File: src/rtl/csr_access_ctrl_pkg.sv
// Shared CSR definitions: machine-mode addresses, access opcodes, controller
// states and the read-only address-space test.
package csr_access_ctrl_pkg;

  localparam logic [11:0] CSR_MISA       = 12'h301;
  localparam logic [11:0] CSR_MSCRATCH   = 12'h340;
  localparam logic [11:0] CSR_MCYCLE     = 12'hB00;
  localparam logic [11:0] CSR_MCYCLEH    = 12'hB80;
  localparam logic [11:0] CSR_MVENDORID  = 12'hF11;
  localparam logic [11:0] CSR_MARCHID    = 12'hF12;
  localparam logic [11:0] CSR_MIMPID     = 12'hF13;
  localparam logic [11:0] CSR_MHARTID    = 12'hF14;
  localparam logic [11:0] CSR_MCONFIGPTR = 12'hF15;

  typedef enum logic [1:0] {
    OP_INVALID = 2'b00,
    OP_RW      = 2'b01,
    OP_RS      = 2'b10,
    OP_RC      = 2'b11
  } csr_op_e;

  typedef enum logic [1:0] {
    ST_IDLE,
    ST_READ,
    ST_WRITE,
    ST_RESP
  } ctrl_state_e;

  // The top two address bits equal to 2'b11 mark the read-only CSR space.
  function automatic logic is_ro_addr(input logic [11:0] addr);
    return addr[11:10] == 2'b11;
  endfunction

endpackage

File: src/rtl/csr_access_ctrl_if.sv
// Request/response handshake between the execute stage (master) and the
// CSR access controller (slave).
interface csr_access_ctrl_if #(
  parameter int XLEN = 32
);
  logic            req_valid;
  logic            req_ready;
  logic [1:0]      req_op;
  logic [11:0]     req_addr;
  logic [XLEN-1:0] req_wdata;
  logic            req_wr_en;
  logic            rsp_valid;
  logic            rsp_ready;
  logic [XLEN-1:0] rsp_rdata;
  logic            rsp_illegal;

  modport master (
    output req_valid, req_op, req_addr, req_wdata, req_wr_en, rsp_ready,
    input  req_ready, rsp_valid, rsp_rdata, rsp_illegal
  );

  modport slave (
    input  req_valid, req_op, req_addr, req_wdata, req_wr_en, rsp_ready,
    output req_ready, rsp_valid, rsp_rdata, rsp_illegal
  );
endinterface

File: src/rtl/csr_access_ctrl_mcycle_counter.sv
// 64-bit free-running cycle counter with independent write ports for each half.
module csr_mcycle_counter (
  input  logic        clk,
  input  logic        rst,
  input  logic        wr_lo_en,
  input  logic        wr_hi_en,
  input  logic [31:0] wr_data,
  output logic [63:0] count
);

  // A write to either half suppresses the increment for the whole counter.
  always_ff @(posedge clk or posedge rst) begin
    if (rst) begin
      count <= 64'h0;
    end else if (wr_lo_en || wr_hi_en) begin
      if (wr_lo_en) count[31:0]  <= wr_data;
      if (wr_hi_en) count[63:32] <= wr_data;
    end else begin
      count <= count + 64'd1;
    end
  end

endmodule

File: src/rtl/csr_access_ctrl.sv
// Zicsr read-modify-write sequencer for the machine-mode CSR set; owns
// MSCRATCH and MCYCLE and reports illegal accesses to the trap logic.
module csr_access_ctrl
  import csr_access_ctrl_pkg::*;
#(
  parameter int              XLEN          = 32,
  parameter logic [XLEN-1:0] MVENDORID_VAL = 32'h0,
  parameter logic [XLEN-1:0] MARCHID_VAL   = 32'h0,
  parameter logic [XLEN-1:0] MIMPID_VAL    = 32'h0,
  parameter logic [XLEN-1:0] HART_ID       = 32'h0,
  parameter logic [XLEN-1:0] MISA_VAL      = 32'h4000_0100
) (
  input logic               clk,
  input logic               rst,
  csr_access_ctrl_if.slave  bus
);

  ctrl_state_e     state;
  csr_op_e         op_p0;
  logic [11:0]     addr_p0;
  logic [XLEN-1:0] wdata_p0;
  logic            wr_en_p0;
  logic [XLEN-1:0] rdata_q;
  logic            illegal_q;
  logic            req_ready_q;
  logic            rsp_valid_q;
  logic [XLEN-1:0] mscratch;
  logic [63:0]     mcycle;

  logic [XLEN-1:0] rd_val;
  logic            addr_hit;
  logic            illegal_now;
  logic [XLEN-1:0] new_val;
  logic            commit;
  logic            mc_wr_lo;
  logic            mc_wr_hi;

  always_comb begin
    rd_val   = '0;
    addr_hit = 1'b1;
    case (addr_p0)
      CSR_MVENDORID:  rd_val = MVENDORID_VAL;
      CSR_MARCHID:    rd_val = MARCHID_VAL;
      CSR_MIMPID:     rd_val = MIMPID_VAL;
      CSR_MHARTID:    rd_val = HART_ID;
      CSR_MCONFIGPTR: rd_val = '0;
      CSR_MISA:       rd_val = MISA_VAL;
      CSR_MSCRATCH:   rd_val = mscratch;
      CSR_MCYCLE:     rd_val = mcycle[31:0];
      CSR_MCYCLEH:    rd_val = mcycle[63:32];
      default:        addr_hit = 1'b0;
    endcase
  end

  assign illegal_now = (op_p0 == OP_INVALID) || !addr_hit ||
                       (wr_en_p0 && is_ro_addr(addr_p0));

  // RMW works from the value sampled in READ, not the live counter.
  always_comb begin
    new_val = rdata_q;
    case (op_p0)
      OP_RW:   new_val = wdata_p0;
      OP_RS:   new_val = rdata_q | wdata_p0;
      OP_RC:   new_val = rdata_q & ~wdata_p0;
      default: new_val = rdata_q;
    endcase
  end

  assign commit   = (state == ST_WRITE) && !illegal_q && wr_en_p0;
  assign mc_wr_lo = commit && (addr_p0 == CSR_MCYCLE);
  assign mc_wr_hi = commit && (addr_p0 == CSR_MCYCLEH);

  csr_mcycle_counter u_mcycle (
    .clk      (clk),
    .rst      (rst),
    .wr_lo_en (mc_wr_lo),
    .wr_hi_en (mc_wr_hi),
    .wr_data  (new_val),
    .count    (mcycle)
  );

  always_ff @(posedge clk or posedge rst) begin
    if (rst) begin
      state       <= ST_IDLE;
      req_ready_q <= 1'b1;
      rsp_valid_q <= 1'b0;
      rdata_q     <= '0;
      illegal_q   <= 1'b0;
      op_p0       <= OP_INVALID;
      addr_p0     <= '0;
      wdata_p0    <= '0;
      wr_en_p0    <= 1'b0;
      mscratch    <= '0;
    end else begin
      case (state)
        // Stage p0: capture the request
        ST_IDLE: begin
          if (bus.req_valid && req_ready_q) begin
            op_p0       <= csr_op_e'(bus.req_op);
            addr_p0     <= bus.req_addr;
            wdata_p0    <= bus.req_wdata;
            wr_en_p0    <= bus.req_wr_en;
            req_ready_q <= 1'b0;
            state       <= ST_READ;
          end
        end
        // Stage p1: sample old value and legality
        ST_READ: begin
          rdata_q   <= illegal_now ? '0 : rd_val;
          illegal_q <= illegal_now;
          state     <= ST_WRITE;
        end
        // Stage p2: commit the new value
        ST_WRITE: begin
          if (commit && (addr_p0 == CSR_MSCRATCH)) mscratch <= new_val;
          rsp_valid_q <= 1'b1;
          state       <= ST_RESP;
        end
        ST_RESP: begin
          if (bus.rsp_ready) begin
            rsp_valid_q <= 1'b0;
            req_ready_q <= 1'b1;
            state       <= ST_IDLE;
          end
        end
        default: state <= ST_IDLE;
      endcase
    end
  end

  assign bus.req_ready   = req_ready_q;
  assign bus.rsp_valid   = rsp_valid_q;
  assign bus.rsp_rdata   = rdata_q;
  assign bus.rsp_illegal = illegal_q;

endmodule

File: src/flat_wrapper.sv
// flat-port wrapper written by rule: the top's interface ports become plain ports
module csr_access_ctrl_flat import csr_access_ctrl_pkg::*;
#(
  parameter int              XLEN          = 32,
  parameter logic [XLEN-1:0] MVENDORID_VAL = 32'h0,
  parameter logic [XLEN-1:0] MARCHID_VAL   = 32'h0,
  parameter logic [XLEN-1:0] MIMPID_VAL    = 32'h0,
  parameter logic [XLEN-1:0] HART_ID       = 32'h0,
  parameter logic [XLEN-1:0] MISA_VAL      = 32'h4000_0100
)
  (clk, rst, bus_req_valid, bus_req_op, bus_req_addr, bus_req_wdata, bus_req_wr_en, bus_rsp_ready, bus_req_ready, bus_rsp_valid, bus_rsp_rdata, bus_rsp_illegal);
  csr_access_ctrl_if #(.XLEN(XLEN)) bus_i ();
  input logic clk;
  input logic rst;
  input wire logic [$bits(bus_i.req_valid)-1:0] bus_req_valid;
  input wire logic [$bits(bus_i.req_op)-1:0] bus_req_op;
  input wire logic [$bits(bus_i.req_addr)-1:0] bus_req_addr;
  input wire logic [$bits(bus_i.req_wdata)-1:0] bus_req_wdata;
  input wire logic [$bits(bus_i.req_wr_en)-1:0] bus_req_wr_en;
  input wire logic [$bits(bus_i.rsp_ready)-1:0] bus_rsp_ready;
  output wire logic [$bits(bus_i.req_ready)-1:0] bus_req_ready;
  output wire logic [$bits(bus_i.rsp_valid)-1:0] bus_rsp_valid;
  output wire logic [$bits(bus_i.rsp_rdata)-1:0] bus_rsp_rdata;
  output wire logic [$bits(bus_i.rsp_illegal)-1:0] bus_rsp_illegal;
  assign bus_i.req_valid = bus_req_valid;
  assign bus_i.req_op = bus_req_op;
  assign bus_i.req_addr = bus_req_addr;
  assign bus_i.req_wdata = bus_req_wdata;
  assign bus_i.req_wr_en = bus_req_wr_en;
  assign bus_i.rsp_ready = bus_rsp_ready;
  assign bus_req_ready = bus_i.req_ready;
  assign bus_rsp_valid = bus_i.rsp_valid;
  assign bus_rsp_rdata = bus_i.rsp_rdata;
  assign bus_rsp_illegal = bus_i.rsp_illegal;
  csr_access_ctrl #(.XLEN(XLEN), .MVENDORID_VAL(MVENDORID_VAL), .MARCHID_VAL(MARCHID_VAL), .MIMPID_VAL(MIMPID_VAL), .HART_ID(HART_ID), .MISA_VAL(MISA_VAL)) u_core (.clk(clk), .rst(rst), .bus(bus_i));
endmodule
File: config.mk
export PLATFORM = sky130hd
export DESIGN_NAME = csr_access_ctrl_flat
export DESIGN_NICKNAME = d
export VERILOG_FILES = /design/src/rtl/csr_access_ctrl_pkg.sv /design/src/rtl/csr_access_ctrl_if.sv /design/src/rtl/csr_access_ctrl_mcycle_counter.sv /design/src/rtl/csr_access_ctrl.sv /design/src/flat_wrapper.sv
export SDC_FILE = /design/constraint.sdc
export NUM_CORES = 1
export LEC_CHECK = 0
export BUFFER_PORTS_ARGS = -buffer_cell sky130_fd_sc_hd__buf_2
export CORE_MARGIN = 1.5
export CORE_UTILIZATION = 49
export DETAILED_ROUTE_END_ITERATION = 12
export GPL_ROUTABILITY_DRIVEN = 1
export PLACE_DENSITY = 0.79
export SYNTH_ARGS = -nofsm -noshare
export SYNTH_HDL_FRONTEND = slang
export SYNTH_SLANG_ARGS = --single-unit
File: constraint.sdc
create_clock -name clk -period 10.1 [get_ports clk]
set_clock_uncertainty 0.05 [all_clocks]
set_input_delay 3.03 -clock clk [delete_from_list [all_inputs] [get_ports clk]]
set_output_delay 3.03 -clock clk [all_outputs]
set_load 0.03 [all_outputs]
Word-level counts from Yosys, hierarchy flattened
Cells that the tools add are included.
Storage, ports and cells
  bits of input ports: 51
  output and inout bits: 35
  flip-flop bits (word level): 180
  logic and storage cells: 73
Cells by class
  reductions and logical operators: 22
  bitwise logic cells: 3
  equal/unequal tests: 20
  add/sub/neg operators: 1
  mux-type cells: 15
Operators by type and width (count)
  $pmux W32 S4: 1
  $mux W32: 3
  $pmux W32 S3: 1
  $eq A12 B12 Y1 const B: 7
  $add A64 B1 Y64 const B: 1
  $mux W64: 1
  $and A32 B32 Y32: 1
  $not A32 Y32: 1
  $or A32 B32 Y32: 1
  $eq A12 B10 Y1 const B: 2
  $eq A2 B2 Y1 const B: 5
  $reduce_or A9 Y1: 1
  $pmux W2 S4: 1
  $reduce_and A2 Y1: 4
  $logic_and A1 B1 Y1: 7
  $ne A2 B2 Y1 const B: 3
  $eq A2 B1 Y1 const B: 2
  $logic_not A2 Y1: 2
  $mux W1: 4
  $mux W2: 2
  $pmux W1 S2: 2
  $reduce_bool A2 Y1: 2
  $logic_or A1 B1 Y1: 3
  $reduce_and A3 Y1: 1
  other kinds (2): 3

Logic depth before layout (Yosys ltp)
Gate-level depths: netlist of run 1.
  depth after elaboration: 7
  depth in mapped cells: 11

By module
Synthesis of run 1 repeated with hierarchy kept, for this count alone.
Unflattened totals
  cells, all modules: 936
  area total of the unflattened synthesis: 9689.3 um^2
Modules (own cells, without submodules)
  csr_access_ctrl: seq. area each 2904.0 um^2, cells each 489, instances 1, area each 5754.3 um^2
  csr_mcycle_counter: seq. area each 1601.5 um^2, cells each 447, instances 1, area each 3935.0 um^2

Least setup slack after synthesis of run 1
OpenSTA, ideal clock, no wires.
  path kind: input to register
  from: input port bus_req_valid
  to: register u_core.addr_p0[0]
  data arrival time: 4.151 ns
  stages on the path: 4
  data required time: 9.925 ns
  slack: 5.774 ns
  buffers on the path: 2
  path through: nand3_1 -> clkbuf_1 -> clkbuf_1 -> mux2_2
Between the ends
  word-level cells in the longest chain between the ends: 2
Ends and longest elaborated chain
  start, declared: line flat_wrapper.sv:15  | input wire logic [$bits(bus_i.req_valid)-1:0] bus_req_valid;
  $logic_and A1 B1 Y1: line csr_access_ctrl.sv:98  | if (bus.req_valid && req_ready_q) begin
  $reduce_and A2 Y1 (no source line)
  end signal, assigned: line csr_access_ctrl.sv:100  | addr_p0 <= bus.req_addr;
  end, declared: line csr_access_ctrl.sv:20  | logic [11:0] addr_p0;
No other way between the ends.
A chain may end at the register's enable or synchronous reset.

==> run metrics, run 1 <==
DP Area=10,400 um^2; min-delay src=u_core.mscratch[20]; Max-Slew Margin vs Limit=0.321; post-synthesis sequential area ratio=0.457; clock sink total=180; Worst path slowest cell=buf_4; Worst-path clk slew=0.07 ns; initial antenna violation count=1; Post-synth EDFFs=0; GRT Resource Usage Total=0.300; CTS tree=built; max incr delay on CP=~0.9 ns; mapped cell area=9860 um^2; clock buffer depth=2; Synth top area share=0.454; Ports=86; Post-Route WL=30,200 um; WL per Instance=22.6 um; r2r setup slk=~6.6 ns; die extent in x=between 100 and 150 um; worst path cell trace=buf_2 > inv_6 > buf_4; Remaining DRCs=0; root buf cell=clkbuf_16; RSZ-0062 raised after global routing=no; ys async rst share=1.00; Setup TNS=0 ns; number of global-route vias before repair=between 8,000 and 9,000; Pre-antenna DRT Iters=6; hold_buf cts=0; Die Height=about 140 um; GRT Residual Overflow=0; DPL Wire Length=19,700 um; Synth Instances=1,009; Hold Crit Class=register to register; # H-tree levels=4; endpoint kind of the worst setup timing path=asynchronous set/reset pin; Max IR drop VDD=0.117 mV; post-layout min period=4.37 ns; initial core utilization=0.503; number of port buffers=85; Synth area leader=dfrtp_1; synth unique cells=76; Leakage=4.88 nW; Primary FF master, synth=dfrtp_1; CP delay by family, top=buffers and inverters; worst reg2reg startpoint=u_core.u_mcycle.count[27]; fmax=229 MHz; Mapped Nets=around 1,100; final period utilization=0.432; most numerous cell in the Yosys netlist=dfrtp_1; CP Launch Point=rst; crit path buf inv count=3; Synth top cells by count=179 x dfrtp_1, 120 x a21oi_1, 83 x nor2_1; Fill cells=1,694; largest net degree at the start of global routing=between 100 and 150; Final Max Slew Viols=0; startpoint types=primary input; Avg Inst Size Synth=9.77 um^2; clk_lat worst skew=0.44 ns; PD cells=130 nW/um^2; initial drt markers=969; die area=about 21,000 um^2; crit-path max FO=100; GP Congestion=0.934; Critical Path AT=4.73 ns; status=finished clean; Post CTS Setup Buffer Count=0; Area growth syn-to-layout=11.8%; Max-Cap Viols=0; DR vias/cell=6.59; Final setup viols=0; Setup CP Type=primary input to asynchronous set/reset pin; row cnt=51; yosys warns=0; Slew @ Worst Pin=1.02 ns; post-route design area=11,000 um^2; DRT antenna net count=0; Core Region=19,600 um^2; Yosys reg bits=180; Pwr Total=0.00143 W; Vias=8,801; # resized after CTS=0; final hold violation count=0; Synth area leaders=dfrtp_1 45%, mux2_2 8.3%, a21oi_1 6.1%, nor2_1 3.2%, xnor2_1 2.8%; Nets=~1,100; first-pass GRT wire length=around 47,000 um; Worst EP required=10.46 ns; fraction of layout cells with a size suffix above 1=0.223; Num CTS Buffers=17
registers in the layout, summed over array words and instances, names as in the netlist:
register,count
u_core.addr_p0,12
u_core.bus.req_ready,1
u_core.bus.rsp_illegal,1
u_core.bus.rsp_rdata,32
u_core.bus.rsp_valid,1
u_core.mscratch,32
u_core.op_p0,2
u_core.state,2
u_core.u_mcycle.count,64
u_core.wdata_p0,32
u_core.wr_en_p0,1
worst reg2reg max path, delay by kind of cell, from the launching register on:
| kind | cells | cell delay, ns |
|---|---|---|
| AO/OA/AOI/OAI | 2 | 0.27 |
| flip-flops | 1 | 0.59 |
| AND/OR/NAND/NOR | 4 | 2.45 |
where the power goes:
part	switching, W	internal (W)
registers	0	0.000720
clock network	0.000316	0.000372
logic	0.0000167	0.00000721
cells in the final DEF, fill, tap and decap left out, types with 6 or more instances in the layout:
cell,n
mux2_2,73
and3_1,9
nand4_1,21
clkbuf_16,17
o21ai_0,54
a22o_1,21
dfrtp_1,178
a21oi_1,120
a221o_1,21
nand2_1,63
inv_1,14
a221oi_1,6
a22oi_1,22
nand3_1,29
clkinvlp_4,6
xnor2_1,32
nor4_1,6
o32ai_1,7
a21o_1,9
a311oi_1,11
buf_4,12
buf_2,85
o22ai_1,8
nor3_1,23
nor2_1,83
a211oi_1,7
nor2b_1,25
cells by family (layout without fill, tap and decap cells):
group / Yosys count / in the layout / share of synthesized area
XOR/XNOR: 32 / 32 / 0.0284
AO/OA/AOI/OAI: 326 / 326 / 0.221
buffers and inverters: 85 / 144 / 0.0371
multiplexers: 75 / 75 / 0.0854
flip-flops: 180 / 180 / 0.457
adder cells (fa/ha/maj): 5 / 5 / 0.00634
other: 0 / 2 / 0
AND/OR/NAND/NOR: 306 / 306 / 0.165
layer usage:
| layer | global-route usage | routed length (um) |
|---|---|---|
| met5 | 0 | 0 |
| met4 | 0.135 | 1140 |
| met3 | 0.0510 | 2510 |
| met2 | 0.491 | 14200 |
| met1 | 0.392 | 12400 |
final timing paths:
path | endpoint | cells past startpoint
setup / recovery | u_core.u_mcycle.count[38] | 3
hold / removal | u_core.mscratch[20] | 2
setup reg to reg | u_core.u_mcycle.count[51] | 6
hold reg to reg | u_core.mscratch[20] | 2
max in group clk | bus_req_ready | 1
min in group asynchronous | u_core.wdata_p0[30] | 2
area by class of cell:
type,instances,area [um^2],share of cell area
multi-input combinational,744,5000,0.454
inverter,15,61.3,0.00556
tap,265,332,0.0301
sequential,180,4510,0.409
clock buffer,17,425,0.0386
antenna,2,5.00,0.000454
clock inverter,15,178,0.0161
timing repair buffer,97,515,0.0468
through the flow:
step           hold WS, ns  std cells  setup slack [ns]  utilization
3_5_place_dp         0.421       1301              5.13        0.532
2_1_floorplan        0.400       1009              2.13            -
4_1_cts              0.443       1333              5.60        0.563
5_1_grt              0.479       1334              5.40        0.563
6_report             0.448       1335              5.73        0.563
3_3_place_gp         0.414       1301              5.13        0.532
Power figures use the tool's default switching activity.
==> run 2: changes to the inputs <==
clock period = 4.5 ns   (was 10.1 ns; I/O delays follow)
==> run 2 against run 1 <==
Against the previous run: first-iteration DRC count fell by 6.1%; worst setup slack got worse by 4.1 ns; critical path type is now register to register; non-clock buffer count rose by 8; critical endpoint is now u_core.u_mcycle.count[56]; count of clock-buffer cells in the layout rose by 6; sequential share of layout area fell by 0.18 points; highest routed layer unchanged.
==> run metrics, run 2 (synthesized netlist as in run 1, its figures left out) <==
status=finished clean; Critical Path AT=about 3.2 ns; Fill cells=1,656; RSZ-0062 raised after global routing=no; Die Height=145 um; Worst path slowest cell=or3_1; CTS tree=built; WL per Instance=22.5 um; r2r setup slk=around 1.6 ns; R2R Path End=u_core.u_mcycle.count[56]; Vias=8,775; Max-Slew Margin vs Limit=0.282; DP Area=10,500 um^2; n_diodes=0; Slew @ Worst Pin=1.08 ns; Hold Crit Class=register to register; root buf cell=clkbuf_16; initial core utilization=0.503; post-layout min period=2.86 ns; max FFs per register=64; number of global-route vias before repair=8,631; largest net degree at the start of global routing=78; clk_lat worst skew=0.44 ns; register with the most flip-flops=u_core.u_mcycle.count; clock sink total=180; clock buffer depth=2; Worst EP required=4.80 ns; Remaining DRCs=0; Core Util, Final=0.565; post-route design area=11,100 um^2; worst path cell trace=ha_1 > nand2_1 > nor4_4 > nand4_2 > or3_1 > o31a_1 > o21ai_1; Min-Delay Endpoint=u_core.mscratch[5]; PD cells=around 280 nW/um^2; fraction of layout cells with a size suffix above 1=0.226; Num CTS Buffers=17; DR vias/cell=6.56; Setup TNS=0 ns; GRT Resource Usage Total=0.299; worst reg2reg startpoint=u_core.u_mcycle.count[0]; endpoint kind of the worst setup timing path=register; GRT Residual Overflow=0; initial antenna violation count=0; row cnt=51; max incr delay on CP=around 0.56 ns; Ports=86; fmax=approximately 350 MHz; final hold violation count=0; Multi-input gate area=around 5000 um^2; DRT antenna net count=0; startpoint types=register; crit-path max FO=12; Pre-antenna DRT Iters=6; first-pass GRT wire length=47,200 um; # resized after CTS=0; Setup CP Type=register to register; most frequent cells in the layout=178 x dfrtp_1, 120 x a21oi_1, 85 x buf_2; Post CTS Setup Buffer Count=0; Nets=1,119; Max IR drop VDD=roughly 0.26 mV; Core Region=just under 20,000 um^2; Storage cell area=4510 um^2; number of port buffers=85; Area growth syn-to-layout=12.3%; hold_buf cts=0; # H-tree levels=4; Max-Cap Viols=0; worst hold path cell count=2; Leakage=4.93 nW; WHS=0.437 ns; initial drt markers=910; min-delay src=u_core.mscratch[5]; R2R depth=7; Post-Route WL=30,100 um; Final setup viols=0; commonest non-fill, non-tap cell in the layout=dfrtp_1; Final Max Slew Viols=0; Pwr Total=between 0.003 and 0.004 W; die area=around 21,000 um^2; DPL Wire Length=slightly above 20,000 um; die extent in x=145 um; final period utilization=0.635; GP Congestion=0.989; Worst-path clk slew=0.07 ns
==> run 2: cell count changes in the layout (fill, tap and decap cells not counted) <==
| cell | previous run | this run |
|---|---|---|
| clkbuf_8 | 0 | 6 |
| clkinvlp_4 | 6 | 2 |
| nand2_2 | 1 | 0 |
| inv_8 | 3 | 0 |
| clkinv_8 | 1 | 0 |
| bufinv_16 | 2 | 1 |
| nand2_1 | 63 | 64 |
| buf_12 | 0 | 2 |
| clkinv_4 | 1 | 2 |
| inv_6 | 2 | 1 |
| buf_4 | 12 | 18 |
| diode_2 | 2 | 0 |
==> run 2: worst max path at each step <==
stage	slack, ns	end	start	depth (start not counted)
2_1_floorplan	0.79	u_core.addr_p0[0]	rst	1
6_report	1.64	u_core.u_mcycle.count[56]	u_core.u_mcycle.count[0]	7
5_1_grt	1.50	u_core.u_mcycle.count[56]	u_core.u_mcycle.count[0]	7
4_1_cts	1.71	u_core.u_mcycle.count[56]	u_core.u_mcycle.count[0]	7
3_3_place_gp	1.42	u_core.wdata_p0[4]	bus_req_valid	4
3_5_place_dp	1.36	u_core.wdata_p0[8]	bus_req_valid	4
==> run 2: layout make-up <==
class	count	area share
Clock buffer	23	0.0459
Clock inverter	6	0.00621
Inverter	15	0.00542
Multi-Input combinational cell	744	0.451
Sequential cell	180	0.407
Tap cell	265	0.0299
Timing Repair Buffer	105	0.0542
==> run 2: critical path, delay by kind of cell, from the launching register on <==
| family | cells | cell delay (ns) |
|---|---|---|
| AO/OA/AOI/OAI | 2 | 0.33 |
| flip-flops | 1 | 0.44 |
| AND/OR/NAND/NOR | 4 | 1.67 |
| adder cells (fa/ha/maj) | 1 | 0.27 |
==> run 2: routing by layer <==
metal | GRT usage | part of all wire
met1 | 0.391 | 0.39
met2 | 0.468 | 0.47
met3 | 0.0734 | 0.10
met4 | 0.136 | 0.040
met5 | 0 | 0
==> run 2: power by group <==
part	switching, W	internal [W]
Combinational	0.0000393	0.0000198
Sequential	0	0.00162
Clock	0.000632	0.000845
==> run 2: metrics by stage <==
stage	setup slack [ns]	cells
CTS	1.71	1338
global route	1.50	1338
global placement	1.42	1309
floorplan	0.792	1009
finish	1.64	1338
detailed placement	1.36	1309
